## src/rtl/cnt_serializer_pkg.sv

```systemverilog
// Shared definitions for the count serializer: FSM state encodings and default divider.
package prs_pkg;

  localparam int DEF_CLK_DIV = 4;

  typedef enum logic [2:0] {
    ST_IDLE  = 3'd0,
    ST_LOAD  = 3'd1,
    ST_SHIFT = 3'd2,
    ST_PAR   = 3'd3,
    ST_FIN   = 3'd4
  } state_e;

endpackage

```

## src/rtl/cnt_serializer_if.sv

```systemverilog
// Request/count inputs and serial frame outputs of cnt_serializer, grouped as one bundle.
interface cnt_serializer_if #(
  parameter int CNT_WIDTH = 8
);

  logic [CNT_WIDTH-1:0] i_cnt;
  logic                 i_req;
  logic                 o_cnt_rst;
  logic                 o_cs_n;
  logic                 o_sclk;
  logic                 o_sdata;
  logic                 o_busy;
  logic                 o_done;

  modport master (
    output i_cnt, i_req,
    input  o_cnt_rst, o_cs_n, o_sclk, o_sdata, o_busy, o_done
  );

  modport slave (
    input  i_cnt, i_req,
    output o_cnt_rst, o_cs_n, o_sclk, o_sdata, o_busy, o_done
  );

endinterface

```

## src/rtl/cnt_serializer_sclk_gen.sv

```systemverilog
// Bit-time generator: phase is low for CLK_DIV cycles then high for CLK_DIV cycles;
// bit_end marks the final cycle of each bit time. Counters hold at zero while disabled.
module sclk_gen
  import prs_pkg::*;
#(
  parameter int CLK_DIV = DEF_CLK_DIV
) (
  input  logic i_clk,
  input  logic i_rst_n,
  input  logic enable,
  output logic phase,
  output logic bit_end
);

  localparam int DIV_W = (CLK_DIV > 1) ? $clog2(CLK_DIV) : 1;

  logic [DIV_W-1:0] div_q, div_d;
  logic             phase_q, phase_d;
  logic             half_end_s;

  assign half_end_s = (div_q == DIV_W'(CLK_DIV - 1));

  // Half-period counter and phase toggle.
  always_comb begin
    div_d   = div_q;
    phase_d = phase_q;
    if (!enable) begin
      div_d   = '0;
      phase_d = 1'b0;
    end else if (half_end_s) begin
      div_d   = '0;
      phase_d = ~phase_q;
    end else begin
      div_d   = div_q + DIV_W'(1);
    end
  end

  // Divider state register.
  always_ff @(posedge i_clk) begin
    if (!i_rst_n) begin
      div_q   <= '0;
      phase_q <= 1'b0;
    end else begin
      div_q   <= div_d;
      phase_q <= phase_d;
    end
  end

  assign phase   = phase_q;
  assign bit_end = enable & phase_q & half_end_s;

endmodule

```

## src/rtl/cnt_serializer.sv

```systemverilog
// Captures an upstream count on request and shifts it out MSB first as a framed serial word.
// Define CNT_SERIALIZER_PARITY_EN to append one even-parity bit after the data bits.
module cnt_serializer
  import prs_pkg::*;
#(
  parameter int CNT_WIDTH   = 8,
  parameter int CLK_DIV     = DEF_CLK_DIV,
  parameter int CLR_ON_READ = 1
) (
  input  logic               i_clk,
  input  logic               i_rst_n,
  cnt_serializer_if.slave    bus
);

  localparam int BIT_W = (CNT_WIDTH > 1) ? $clog2(CNT_WIDTH) : 1;

  state_e               state_q, state_d;
  logic [CNT_WIDTH-1:0] shift_q, shift_d;
  logic [BIT_W-1:0]     bit_cnt_q, bit_cnt_d;
  logic                 o_cs_n_q, o_cs_n_d;
  logic                 o_sdata_q, o_sdata_d;
  logic                 o_busy_q, o_busy_d;
  logic                 o_done_q, o_done_d;
  logic                 o_cnt_rst_q, o_cnt_rst_d;
  logic                 gen_en_s;
  logic                 sclk_phase_s;
  logic                 bit_end_s;
`ifdef CNT_SERIALIZER_PARITY_EN
  logic                 par_q, par_d;

  assign gen_en_s = (state_q == ST_SHIFT) || (state_q == ST_PAR);
`else
  assign gen_en_s = (state_q == ST_SHIFT);
`endif

  sclk_gen #(
    .CLK_DIV (CLK_DIV)
  ) u_sclk_gen (
    .i_clk   (i_clk),
    .i_rst_n (i_rst_n),
    .enable  (gen_en_s),
    .phase   (sclk_phase_s),
    .bit_end (bit_end_s)
  );

  // Frame sequencing, capture and shifting.
  always_comb begin
    state_d   = state_q;
    shift_d   = shift_q;
    bit_cnt_d = bit_cnt_q;
`ifdef CNT_SERIALIZER_PARITY_EN
    par_d     = par_q;
`endif
    case (state_q)
      ST_IDLE: begin
        if (bus.i_req) begin
          state_d = ST_LOAD;
        end else begin
          state_d = ST_IDLE;
        end
      end
      ST_LOAD: begin
        shift_d   = bus.i_cnt;
        bit_cnt_d = '0;
`ifdef CNT_SERIALIZER_PARITY_EN
        par_d     = ^bus.i_cnt;
`endif
        state_d   = ST_SHIFT;
      end
      ST_SHIFT: begin
        if (bit_end_s) begin
          shift_d = shift_q << 1;
          if (bit_cnt_q == BIT_W'(CNT_WIDTH - 1)) begin
            bit_cnt_d = '0;
`ifdef CNT_SERIALIZER_PARITY_EN
            state_d   = ST_PAR;
`else
            state_d   = ST_FIN;
`endif
          end else begin
            bit_cnt_d = bit_cnt_q + BIT_W'(1);
          end
        end else begin
          state_d = ST_SHIFT;
        end
      end
`ifdef CNT_SERIALIZER_PARITY_EN
      ST_PAR: begin
        if (bit_end_s) begin
          state_d = ST_FIN;
        end else begin
          state_d = ST_PAR;
        end
      end
`endif
      ST_FIN: begin
        state_d = ST_IDLE;
      end
      default: begin
        state_d = ST_IDLE;
      end
    endcase
  end

  // Outputs decoded from the upcoming state so they register in step with it.
  always_comb begin
    o_busy_d    = (state_d != ST_IDLE);
    o_done_d    = (state_d == ST_FIN);
    o_cnt_rst_d = (CLR_ON_READ == 1) && (state_d == ST_LOAD);
    case (state_d)
      ST_SHIFT: begin
        o_cs_n_d  = 1'b0;
        o_sdata_d = shift_d[CNT_WIDTH-1];
      end
`ifdef CNT_SERIALIZER_PARITY_EN
      ST_PAR: begin
        o_cs_n_d  = 1'b0;
        o_sdata_d = par_d;
      end
`endif
      default: begin
        o_cs_n_d  = 1'b1;
        o_sdata_d = 1'b0;
      end
    endcase
  end

  // State, datapath and output registers.
  always_ff @(posedge i_clk) begin
    if (!i_rst_n) begin
      state_q     <= ST_IDLE;
      shift_q     <= '0;
      bit_cnt_q   <= '0;
`ifdef CNT_SERIALIZER_PARITY_EN
      par_q       <= 1'b0;
`endif
      o_cs_n_q    <= 1'b1;
      o_sdata_q   <= 1'b0;
      o_busy_q    <= 1'b0;
      o_done_q    <= 1'b0;
      o_cnt_rst_q <= 1'b0;
    end else begin
      state_q     <= state_d;
      shift_q     <= shift_d;
      bit_cnt_q   <= bit_cnt_d;
`ifdef CNT_SERIALIZER_PARITY_EN
      par_q       <= par_d;
`endif
      o_cs_n_q    <= o_cs_n_d;
      o_sdata_q   <= o_sdata_d;
      o_busy_q    <= o_busy_d;
      o_done_q    <= o_done_d;
      o_cnt_rst_q <= o_cnt_rst_d;
    end
  end

  assign bus.o_cs_n    = o_cs_n_q;
  assign bus.o_sclk    = sclk_phase_s;
  assign bus.o_sdata   = o_sdata_q;
  assign bus.o_busy    = o_busy_q;
  assign bus.o_done    = o_done_q;
  assign bus.o_cnt_rst = o_cnt_rst_q;

endmodule

```

## src/flat_wrapper.sv

```systemverilog
// flat-port wrapper written by rule: the top's interface ports become plain ports
module cnt_serializer_flat import prs_pkg::*;
#(
  parameter int CNT_WIDTH   = 8,
  parameter int CLK_DIV     = DEF_CLK_DIV,
  parameter int CLR_ON_READ = 1
)
  (i_clk, i_rst_n, bus_i_cnt, bus_i_req, bus_o_cnt_rst, bus_o_cs_n, bus_o_sclk, bus_o_sdata, bus_o_busy, bus_o_done);
  cnt_serializer_if #(.CNT_WIDTH(CNT_WIDTH)) bus_i ();
  input  logic i_clk;
  input  logic i_rst_n;
  input wire logic [$bits(bus_i.i_cnt)-1:0] bus_i_cnt;
  input wire logic [$bits(bus_i.i_req)-1:0] bus_i_req;
  output wire logic [$bits(bus_i.o_cnt_rst)-1:0] bus_o_cnt_rst;
  output wire logic [$bits(bus_i.o_cs_n)-1:0] bus_o_cs_n;
  output wire logic [$bits(bus_i.o_sclk)-1:0] bus_o_sclk;
  output wire logic [$bits(bus_i.o_sdata)-1:0] bus_o_sdata;
  output wire logic [$bits(bus_i.o_busy)-1:0] bus_o_busy;
  output wire logic [$bits(bus_i.o_done)-1:0] bus_o_done;
  assign bus_i.i_cnt = bus_i_cnt;
  assign bus_i.i_req = bus_i_req;
  assign bus_o_cnt_rst = bus_i.o_cnt_rst;
  assign bus_o_cs_n = bus_i.o_cs_n;
  assign bus_o_sclk = bus_i.o_sclk;
  assign bus_o_sdata = bus_i.o_sdata;
  assign bus_o_busy = bus_i.o_busy;
  assign bus_o_done = bus_i.o_done;
  cnt_serializer #(.CNT_WIDTH(CNT_WIDTH), .CLK_DIV(CLK_DIV), .CLR_ON_READ(CLR_ON_READ)) u_core (.i_clk(i_clk), .i_rst_n(i_rst_n), .bus(bus_i));
endmodule
```

## config.mk

```make
export PLATFORM = sky130hd
export DESIGN_NAME = cnt_serializer_flat
export DESIGN_NICKNAME = d
export VERILOG_FILES = /design/src/rtl/cnt_serializer_pkg.sv /design/src/rtl/cnt_serializer_if.sv /design/src/rtl/cnt_serializer_sclk_gen.sv /design/src/rtl/cnt_serializer.sv /design/src/flat_wrapper.sv
export SDC_FILE = /design/constraint.sdc
export NUM_CORES = 1
export LEC_CHECK = 0
export ABC_AREA = 1
export BUFFER_PORTS_ARGS = -buffer_cell sky130_fd_sc_hd__buf_2
export CAP_MARGIN = 25
export CORE_ASPECT_RATIO = 1.25
export CORE_MARGIN = 2
export CORE_UTILIZATION = 40
export CTS_CLUSTER_SIZE = 30
export DETAILED_ROUTE_END_ITERATION = 6
export GPL_TIMING_DRIVEN = 0
export PLACE_DENSITY = 0.57
export REMOVE_ABC_BUFFERS = 1
export SYNTH_ARGS = -nofsm -noshare
export SYNTH_HDL_FRONTEND = slang
export SYNTH_HIERARCHICAL = 1
export SYNTH_SLANG_ARGS = --single-unit
```

## constraint.sdc

```tcl
create_clock -name i_clk -period 4.79 [get_ports i_clk]
set_clock_uncertainty 0.15 [all_clocks]
set_input_delay 0.958 -clock i_clk [delete_from_list [all_inputs] [get_ports i_clk]]
set_output_delay 0.958 -clock i_clk [all_outputs]
set_load 0.02 [all_outputs]
```

==> run_results.csv, run 1 <==
group,metric,value,unit
synthesis,netlist_top_cells_area,"sky130_fd_sc_hd__dfxtp_1, sky130_fd_sc_hd__nand2_1, sky130_fd_sc_hd__inv_1",
route,vias_per_cell,4.83,
floorplanning,fp-row-count,21,
grt,grt_util_all_layers,15.5,%
power,p_per_area,287,mW/mm²
floorplanning,fp.coreArea,0.00265,mm²
timing,slew-limit-headroom,58.2,%
layout,layout.cells.most_common,"sky130_fd_sc_hd__nand2_1",
power,power_leakage,0.594,nW
layout,sequential_cell_area,440,µm²
synthesis,yosysTopAreaCell,"sky130_fd_sc_hd__dfxtp_1",
cts,post_cts.resized_instances,0,
layout,area_growth,8.83,%
timing,max_freq,369,MHz
timing,hold_viol_final,0,
cts,cts_sinks,22,
route,drt-pass1-iter-count,6,
cts,clk_transition_reported_paths,0.12,ns
layout,n_antenna_cell,0,
critical_path,timing.critical_path.max_delay_family,"simple AND/OR/NAND/NOR gates",
cts,clk-insertion-delay-late,0.30,ns
cts,cts_tree,"done",
cts,cts-root-to-sink-buffers,2,
critical_path,critical_path.most_common_cell,"sky130_fd_sc_hd__nand2_1",
synthesis,number_of_warnings_printed_during_yosys_synthesis,6,
route,detailroute.wirelength.met3,96,µm
cts,ctsHoldBuffers,0,
power,irDropWorstVdd,0.000138,V
route,postRouteAntennaNets,0,
synthesis,compound_gate_fraction_of_synth_area,4.08,%
layout,multi_input_comb_area,509,µm²
synthesis,yosysSeqAreaShare,39.9,%
floorplanning,die_w,51.0,µm
synthesis,combinational_family_with_the_most_area_after_synthesis,"simple AND/OR/NAND/NOR gates",
layout,finalCoreUtilization,45.3,%
critical_path,timing.critical_path.slowest_cell_delay,0.70,ns
placed_design,place.gp.congestion,0.779,
timing,finalSetupTns,0,ns
critical_path,worstPathRequired,4.85,ns
route,route.detailed.wl_per_inst,10.8,µm
placed_design,dp_worst_setup_slack,2.09,ns
layout,share_of_post_route_cells_with_drive_strength_above_1,19.0,%
synthesis,yosys.area_share.xor_xnor,0,%
timing,worst_slack,2.08,ns
critical_path,worst_path_maximum_fanout,13,
floorplanning,floorplan.initialDensity,41.6,%
route,wl_met1,990,µm
synthesis,yosys_register_bits,22,
synthesis,synth_top_area_share,39.9,%
critical_path,worst_ep_arrival_time,2.77,ns
layout,fin_nets,178,
placed_design,place_hpwl,1.50,mm
timing,setup_violations,0,
timing,number_of_max_slew_violations_in_the_final_report,0,
outcome,status,"finished clean",
layout,leading_cell_types_in_the_layout_fill_and_taps_excluded,"sky130_fd_sc_hd__nand2_1, sky130_fd_sc_hd__inv_1, sky130_fd_sc_hd__dfxtp_1",
flow_run,timing.max_cap.violations,0,
critical_path,timing.critical_path.buf_inv,1,
route,dr.max_layer_used,"met4",
cts,htreeDepth,1,
route,met2_wl_post_dr,1.02,mm
route,post-route-drc-count,0,
cts,total_cts_buffers,3,
min_path,min_path_type,"register to register",
floorplanning,die_height,62.8,µm
critical_path,setup.worst_path.class,"register to register",
synthesis,area_of_the_mapped_netlist,0.00110,mm²
synthesis,avgSynthCellArea,7.37,µm²
critical_path,crit_path_top_delay_cell,"sky130_fd_sc_hd__dfxtp_1",
floorplanning,total_die_area,0.00320,mm²
critical_path,end_kind,"register",
critical_path,crit_chain,"nand2_1 > nor2_1 > inv_1 > nor2_1 > nand3_2 > nand2_1 > nand2_1 > nand2_1 > nor2_1",
route,detail_route.iter0.violations,33,
grt,initial_antenna_violation_count,0,
route,routed_wl,2.13,mm
cts,post-cts-setup-buffer-count,0,
floorplanning,io_pins,17,
layout,final.fill_count,289,
timing,timing_worst_slew_pin_value,0.625,ns
timing,grt_setup_unrepaired,"no",
timing,layout_worst_path_cycle_share,56.5,%
grt,first_global_vias,936,
route,routed-via-count,951,
grt,grt_start_max_net_pins,14,
placed_design,port-buffer-count,16,
grt,gr-total-overflow,0,
timing,final.min_clock_period,2.71,ns
critical_path,reg2reg_setup_slack,2.08,ns
grt,grt_first_pass_wirelength,3.89,mm
cts,ctsRootBufferMaster,"sky130_fd_sc_hd__clkbuf_4",
synthesis,distinct_cells_synth,23,
synthesis,yosys.area_share.simple,38.6,%
synthesis,syn_inst,150,
critical_path,critPathLaunchType,"register",
synthesis,synth_adder_area_share,3.40,%
synthesis,synth.area.mux_share,0,%
[path summary, 6_finish.rpt]
| path | from | to | cells past startpoint |
|---|---|---|---|
| min reg2reg | u_core/u_sclk_gen/div_q[0] | u_core/u_sclk_gen/div_q[0] | 1 |
| max | u_core/state_q[1] | u_core/bit_cnt_q[1] | 9 |
| min | u_core/u_sclk_gen/div_q[0] | u_core/u_sclk_gen/div_q[0] | 1 |
| max reg2reg | u_core/state_q[1] | u_core/bit_cnt_q[1] | 9 |
[Yosys cell counts]
| cell | count |
|---|---|
| sky130_fd_sc_hd__nand2_2 | 2 |
| sky130_fd_sc_hd__nor2_4 | 1 |
| sky130_fd_sc_hd__nand3b_1 | 1 |
| sky130_fd_sc_hd__nor2_1 | 14 |
| sky130_fd_sc_hd__clkbuf_1 | 1 |
| sky130_fd_sc_hd__nand4_1 | 8 |
| sky130_fd_sc_hd__nand3_2 | 1 |
| sky130_fd_sc_hd__dfxtp_1 | 22 |
| sky130_fd_sc_hd__nand3_1 | 15 |
| sky130_fd_sc_hd__nor2_2 | 1 |
| sky130_fd_sc_hd__buf_6 | 4 |
| sky130_fd_sc_hd__o21ai_0 | 1 |
| sky130_fd_sc_hd__a21oi_1 | 8 |
| sky130_fd_sc_hd__nand2_1 | 33 |
| sky130_fd_sc_hd__clkinv_1 | 1 |
| sky130_fd_sc_hd__inv_2 | 2 |
| sky130_fd_sc_hd__nand3_4 | 2 |
| sky130_fd_sc_hd__nand2_4 | 2 |
| sky130_fd_sc_hd__ha_1 | 3 |
| sky130_fd_sc_hd__buf_2 | 1 |
| sky130_fd_sc_hd__nor3_1 | 4 |
| sky130_fd_sc_hd__inv_1 | 22 |
| sky130_fd_sc_hd__buf_4 | 1 |
[layout make-up]
cell class / count / share of cell area [%]
inverters: 25 / 7.80
repair buffers: 16 / 6.66
well taps: 34 / 3.54
flip-flops and latches: 22 / 36.6
multi-input cells: 96 / 42.4
clock buffers: 4 / 3.02
[sequential cells by signal, indices dropped and copies added, names as in the netlist, 2 cells and up]
signal / count
u_core/bit_cnt_q: 3
u_core/shift_q: 8
u_core/state_q: 3
u_core/u_sclk_gen/div_q: 2
[power breakdown]
group,internal (mW),switching [mW]
Combinational,0.0172,0.0279
Sequential,0.192,0.00836
Clock,0.0463,0.0529
Total,0.256,0.0891
[stage by stage]
| step | area, µm² | power [mW] | hold WS (ns) | instances |
|---|---|---|---|---|
| final | 1200 | 0.345 | 0.287 | 197 |
| after global routing | 1200 | 0.370 | 0.314 | 197 |
| after CTS | 1200 | 0.352 | 0.291 | 197 |
| after detailed placement | 1170 | 0.250 | 0.272 | 193 |
| after global placement | 1170 | 0.249 | 0.262 | 193 |
| after floorplan | 1040 | 0.235 | 0.252 | 143 |
[logic make-up (layout without fill, tap and decap cells)]
family	Yosys count	count (layout)
adder cells (fa/ha/maj)	3	3
AO/OA/AOI/OAI	9	9
buffers and inverters	32	45
flip-flops	22	22
AND/OR/NAND/NOR	84	84
[routing by layer]
layer	GRT usage (%)	vias to the layer above
li1	-	500
met1	20.3	428
met2	24.5	21
met3	2.63	2
met4	7.09	0
met5	0	-
[worst register-to-register path: cells and delay by family (launching register included)]
family	cells	cell delay, ns
buffers and inverters	1	0.07
flip-flops	1	0.70
AND/OR/NAND/NOR	8	1.69
Note: power is estimated with default switching activity, not from simulation.
==> run 2: changes to the inputs <==
==> constraint.sdc (replaced) <==
create_clock -name i_clk -period 2.6 [get_ports i_clk]
set_clock_uncertainty 0.15 [all_clocks]
set_input_delay 0.52 -clock i_clk [delete_from_list [all_inputs] [get_ports i_clk]]
set_output_delay 0.52 -clock i_clk [all_outputs]
set_load 0.02 [all_outputs]
==> run 2 against run 1 <==
Critical path depth did not move. Global-route usage unchanged. Power increased by 84%. Via count increased by 0.42%. Final cell count did not move. Count of clock-buffer cells in the layout unchanged. Combinational power rose by 85%. Sequential cell count did not move. Die area unchanged. Register-to-register slack got worse by 1.8 ns. Sequential share of layout area hardly changed. Worst hold slack improved by 0.0020 ns. Largest cell class unchanged.
==> run_results.csv, run 2 (same netlist as run 1, synthesis figures left out) <==
group,metric,value,unit
cts,clk-insertion-delay-late,0.30,ns
cts,clk_transition_reported_paths,0.12,ns
critical_path,worst_path_maximum_fanout,13,
critical_path,worstPathRequired,2.66,ns
cts,cts_tree,"done",
layout,final_cells,197,
power,power_leakage,0.594,nW
power,p_int,0.471,mW
route,vias_per_cell,4.85,
layout,largest_register_ffs,8,
timing,hold_viol_final,0,
critical_path,critical_path.endpoint,"u_core/bit_cnt_q[1]",
power,pwr-share-clk,28.8,%
grt,initial_antenna_violation_count,0,
route,postRouteAntennaNets,0,
critical_path,rr_endpoint,"u_core/bit_cnt_q[1]",
cts,post-cts-setup-buffer-count,0,
cts,ctsHoldBuffers,0,
placed_design,place.gp.congestion,0.779,
cts,cts_sinks,22,
grt,grt_util_all_layers,15.5,%
layout,reg.largest.list,"u_core/shift_q (8), u_core/bit_cnt_q (3), u_core/state_q (3)",
layout,share_of_post_route_cells_with_drive_strength_above_1,20.2,%
layout,n_antenna_cell,0,
route,routed-via-count,955,
grt,first_global_vias,936,
placed_design,dp_cells,193,
flow_run,timing.max_cap.violations,0,
layout,fin_nets,178,
timing,max_freq,432,MHz
timing,final.min_clock_period,2.32,ns
critical_path,critPathLaunchType,"register",
placed_design,port-buffer-count,16,
route,drt-pass1-iter-count,4,
critical_path,critical_path.reg2reg.startpoint,"u_core/state_q[1]",
cts,htreeDepth,1,
route,post-route-drc-count,0,
power,p_comb_share,13.1,%
timing,setup_violations,0,
grt,gr-total-overflow,0,
cts,total_cts_buffers,3,
timing,timing_worst_slew_pin_value,0.454,ns
outcome,status,"finished clean",
timing,grt_setup_unrepaired,"no",
critical_path,reg2reg_setup_slack,0.28,ns
timing,slew-limit-headroom,69.7,%
power,irDropWorstVdd,0.000255,V
cts,ctsRootBufferMaster,"sky130_fd_sc_hd__clkbuf_4",
cts,cts-root-to-sink-buffers,2,
timing,final.hold.worst_slack,0.289,ns
floorplanning,die_height,62.8,µm
power,p_sw_share,25.9,%
power,total_switching_power,0.165,mW
critical_path,setup.worst_path.class,"register to register",
route,routed_wl,2.14,mm
layout,leading_cell_types_in_the_layout_fill_and_taps_excluded,"sky130_fd_sc_hd__nand2_1, sky130_fd_sc_hd__inv_1, sky130_fd_sc_hd__dfxtp_1",
layout,area_growth,9.17,%
floorplanning,io_pins,17,
critical_path,startpoint,"u_core/state_q[1]",
power,p_per_area,527,mW/mm²
timing,number_of_max_slew_violations_in_the_final_report,0,
grt,grt_first_pass_wirelength,3.89,mm
layout,final.fill_count,290,
min_path,min_path_type,"register to register",
placed_design,place_hpwl,1.50,mm
floorplanning,die_w,51.0,µm
floorplanning,total_die_area,0.00320,mm²
route,route.detailed.wl_per_inst,10.9,µm
timing,layout_worst_path_cycle_share,89.1,%
critical_path,end_kind,"register",
power,seq_power_share,58.1,%
layout,layout.cells.most_common,"sky130_fd_sc_hd__nand2_1",
grt,grt_start_max_net_pins,14,
layout,register_with_the_most_flip_flops,"u_core/shift_q",
critical_path,r2r.worst_path.cells,9,
timing,finalSetupTns,0,ns
floorplanning,fp.coreArea,0.00265,mm²
route,detail_route.iter0.violations,33,
floorplanning,fp-row-count,21,
critical_path,worst_ep_arrival_time,2.38,ns
floorplanning,floorplan.initialDensity,41.6,%
[run 2: changes by cell type in the layout (fill, tap and decap cells not counted)]
cell,delta
sky130_fd_sc_hd__nor2_2,+1
sky130_fd_sc_hd__dfxtp_1,-1
sky130_fd_sc_hd__dfxtp_2,+1
sky130_fd_sc_hd__nor2_1,-1
[run 2: layout make-up]
| class | instances | area [µm²] | share of cell area (%) |
|---|---|---|---|
| Tap cell | 34 | 42.5 | 3.53 |
| Clock buffer | 4 | 36.3 | 3.01 |
| Timing Repair Buffer | 16 | 80.1 | 6.64 |
| Multi-Input combinational cell | 96 | 512 | 42.4 |
| Sequential cell | 22 | 442 | 36.6 |
| Inverter | 25 | 93.8 | 7.78 |
[run 2: metal layers]
| metal | global-route usage (%) | wire, µm |
|---|---|---|
| met5 | 0 | 0 |
| met4 | 7.09 | 21 |
| met3 | 2.63 | 100 |
| met2 | 24.5 | 1020 |
| met1 | 20.3 | 995 |
[run 2: how the worst min path moves through the flow]
stage                                     from                    endpoint  slack (ns)  cells after the start
floorplan           u_core/u_sclk_gen/div_q[0]  u_core/u_sclk_gen/div_q[0]        0.25                      1
global placement    u_core/u_sclk_gen/div_q[0]  u_core/u_sclk_gen/div_q[0]        0.26                      1
detailed placement  u_core/u_sclk_gen/div_q[0]  u_core/u_sclk_gen/div_q[0]        0.27                      1
CTS                 u_core/u_sclk_gen/div_q[0]  u_core/u_sclk_gen/div_q[0]        0.29                      1
global route                      bus_i_cnt[0]           u_core/shift_q[0]        0.29                      3
finish              u_core/u_sclk_gen/div_q[0]  u_core/u_sclk_gen/div_q[0]        0.29                      1
[run 2: power by group through the flow]
| stage | logic [mW] | registers, mW | clock network (mW) |
|---|---|---|---|
| 4_1_cts | 0.0845 | 0.369 | 0.195 |
| 2_1_floorplan | 0.0532 | 0.379 | 0 |
| 5_1_grt | 0.0966 | 0.372 | 0.214 |
| 3_3_place_gp | 0.0823 | 0.377 | 0 |
| 6_report | 0.0833 | 0.370 | 0.183 |
| 3_5_place_dp | 0.0838 | 0.377 | 0 |
[run 2: timing repair]
item | in CTS | in global routing
endpoints found under the hold margin | 0 | 0
gates resized for setup | 1 | 1
setup endpoints to repair | 4 | 11
[run 2: through the flow]
stage	util (%)	total power, mW	setup slack, ns	instance area, µm²
detailed placement	43.9	0.460	-0.0968	1170
floorplan	-	0.432	0.507	1040
CTS	45.4	0.649	0.0973	1200
global placement	43.9	0.459	-0.162	1170
finish	45.5	0.636	0.283	1210
global route	45.5	0.683	0.0414	1210
[run 2: critical path: stages (launching register included)]
cell                      delay [ns]
sky130_fd_sc_hd__dfxtp_2        0.53
sky130_fd_sc_hd__nand2_1        0.09
sky130_fd_sc_hd__nor2_1         0.27
sky130_fd_sc_hd__inv_1          0.09
sky130_fd_sc_hd__nor2_2         0.35
sky130_fd_sc_hd__nand3_2        0.34
sky130_fd_sc_hd__nand2_1        0.23
sky130_fd_sc_hd__nand2_1        0.07
sky130_fd_sc_hd__nand2_1        0.06
sky130_fd_sc_hd__nor2_1         0.04
==> run 3: changes to the inputs <==
--- a/config.mk
+++ b/config.mk
@@ -14,7 +14,7 @@
 export CTS_CLUSTER_SIZE = 30
 export DETAILED_ROUTE_END_ITERATION = 6
 export GPL_TIMING_DRIVEN = 0
-export PLACE_DENSITY = 0.57
+export PLACE_DENSITY_LB_ADDON = 0.25
 export REMOVE_ABC_BUFFERS = 1
 export SYNTH_ARGS = -nofsm -noshare
 export SYNTH_HDL_FRONTEND = slang
==> run 3 against run 2 <==
Die area unchanged. Non-clock buffer count is the same. Routed wire length is 3.4% higher. Critical path type unchanged. Largest cell class unchanged. Highest routed layer unchanged.
==> run_results.csv, run 3 (same netlist as run 1, synthesis figures left out) <==
group,metric,value,unit
power,seq_power_share,57.8,%
cts,ctsRootBufferMaster,"sky130_fd_sc_hd__clkbuf_4",
grt,gr-total-overflow,0,
power,p_per_area,530,mW/mm²
timing,worst_slack,0.269,ns
layout,layout.cells.most_common,"sky130_fd_sc_hd__nand2_1",
timing,max_freq,429,MHz
layout,area_growth,9.17,%
floorplanning,total_die_area,0.00320,mm²
critical_path,worstPathRequired,2.67,ns
critical_path,setup.worst_path.class,"register to register",
timing,setup_violations,0,
power,pwr-share-clk,29.1,%
cts,total_cts_buffers,3,
layout,final_cells,197,
route,drt-pass1-iter-count,4,
critical_path,critPathLaunchType,"register",
grt,use_met3,2.15,%
power,irDropWorstVdd,0.000389,V
layout,register_with_the_most_flip_flops,"u_core/shift_q",
cts,clk_transition_reported_paths,0.12,ns
cts,clk-insertion-delay-late,0.30,ns
power,p_sw_share,26.2,%
min_path,min_path_type,"register to register",
placed_design,place_hpwl,1.53,mm
power,total_power_consumption,0.639,mW
route,postRouteAntennaNets,0,
timing,layout_worst_path_cycle_share,89.6,%
cts,cts-root-to-sink-buffers,2,
layout,post-route-cell-area,0.00121,mm²
layout,reg.largest.list,"u_core/shift_q (8), u_core/bit_cnt_q (3), u_core/state_q (3)",
layout,share_of_post_route_cells_with_drive_strength_above_1,20.2,%
placed_design,port-buffer-count,16,
timing,slew-limit-headroom,68.9,%
route,detail_route.iter0.violations,7,
timing,timing_worst_slew_pin_value,0.466,ns
cts,htreeDepth,1,
floorplanning,floorplan.initialDensity,41.6,%
placed_design,placement.cell_area,0.00117,mm²
timing,final.min_clock_period,2.33,ns
grt,first_global_vias,907,
layout,final.fill_count,284,
critical_path,critical_path.most_common_cell,"sky130_fd_sc_hd__nand2_1",
grt,grtUsageMet1,18.0,%
layout,leading_cell_types_in_the_layout_fill_and_taps_excluded,"sky130_fd_sc_hd__nand2_1, sky130_fd_sc_hd__inv_1, sky130_fd_sc_hd__dfxtp_1",
cts,ctsHoldBuffers,0,
floorplanning,die_w,51.0,µm
layout,largest_register_ffs,8,
grt,grt_util_all_layers,15.0,%
critical_path,worst_path_maximum_fanout,13,
floorplanning,fp.coreArea,0.00265,mm²
flow_run,timing.max_cap.violations,0,
outcome,status,"finished clean",
placed_design,place.gp.congestion,0.796,
timing,grt_setup_unrepaired,"no",
critical_path,worst_ep_arrival_time,2.40,ns
timing,number_of_max_slew_violations_in_the_final_report,0,
route,routed-via-count,942,
critical_path,crit_path_top_delay_cell,"sky130_fd_sc_hd__dfxtp_2",
grt,gr-max-usage-layer,"met2",
cts,cts_sinks,22,
floorplanning,die_height,62.8,µm
placed_design,dp_cells,193,
critical_path,timing.critical_path.slowest_cell_delay,0.53,ns
timing,hold_viol_final,0,
power,power_leakage,0.594,nW
grt,initial_antenna_violation_count,0,
grt,grt_use_met2,25.2,%
floorplanning,fp-row-count,21,
cts,cts_tree,"done",
route,vias_per_cell,4.78,
timing,finalSetupTns,0,ns
floorplanning,io_pins,17,
placed_design,dp_worst_setup_slack,-0.130,ns
route,route.detailed.wl_per_inst,11.2,µm
layout,fin_nets,178,
power,total_switching_power,0.168,mW
grt,grt_start_max_net_pins,14,
layout,n_antenna_cell,0,
route,routed_wl,2.21,mm
grt,grt_first_pass_wirelength,3.73,mm
power,p_comb_share,13.1,%
critical_path,end_kind,"register",
critical_path,crit_chain,"nand2_1 > nor2_1 > inv_1 > nor2_2 > nand3_2 > nand2_1 > nand2_1 > inv_1 > nor2_1",
route,post-route-drc-count,0,
power,p_int,0.471,mW
## run 3: cell counts in the layout (fill, tap and decap cells not counted)
No cell type changed its count.
## run 3: routing by layer
metal | part of all wire (%) | wire [µm] | vias to the layer above
li1 | - | - | 499
met1 | 45 | 1000 | 428
met2 | 51 | 1130 | 13
met3 | 2.6 | 57 | 2
met4 | 1.0 | 22 | 0
met5 | 0 | 0 | -
## run 3: critical path, delay by kind of cell, from the launching register on
family | cells | cell delay, ns
buffers and inverters | 2 | 0.14
and+or+nand+nor | 7 | 1.41
DFF | 1 | 0.53
## run 3: cell type report
cell class	instances	area, µm²	area share [%]
clock buffer	4	36.3	3.01
tap	34	42.5	3.53
sequential	22	442	36.6
inverter	25	93.8	7.78
timing repair buffer	16	80.1	6.64
multi-input combinational	96	512	42.4
## run 3: final timing paths
kind              slack (ns)                  startpoint                         end  cells after the start
setup / recovery        0.27           u_core/state_q[1]         u_core/bit_cnt_q[0]                      9
hold / removal          0.28  u_core/u_sclk_gen/div_q[0]  u_core/u_sclk_gen/div_q[0]                      1
setup reg to reg        0.27           u_core/state_q[1]         u_core/bit_cnt_q[0]                      9
hold reg to reg         0.28  u_core/u_sclk_gen/div_q[0]  u_core/u_sclk_gen/div_q[0]                      1
## run 3: what timing repair did
action                                  in CTS  in global routing
hold endpoints to repair                     0                  0
endpoints found under the setup margin      11                  5
resized for setup                            1                  1
setup buffers                                0                  0
## run 3: power groups by stage
stage	clock (mW)	sequential (mW)	combinational [mW]
finish	0.186	0.369	0.0838
global route	0.209	0.372	0.0936
CTS	0.196	0.369	0.0847
detailed placement	0	0.377	0.0838
global placement	0	0.376	0.0820
floorplan	0	0.379	0.0532
## run 3: per-stage QoR
stage	hold WS, ns	util, %
floorplan	0.252	-
global placement	0.262	43.9
detailed placement	0.271	43.9
CTS	0.287	45.4
global route	0.293	45.5
finish	0.283	45.5
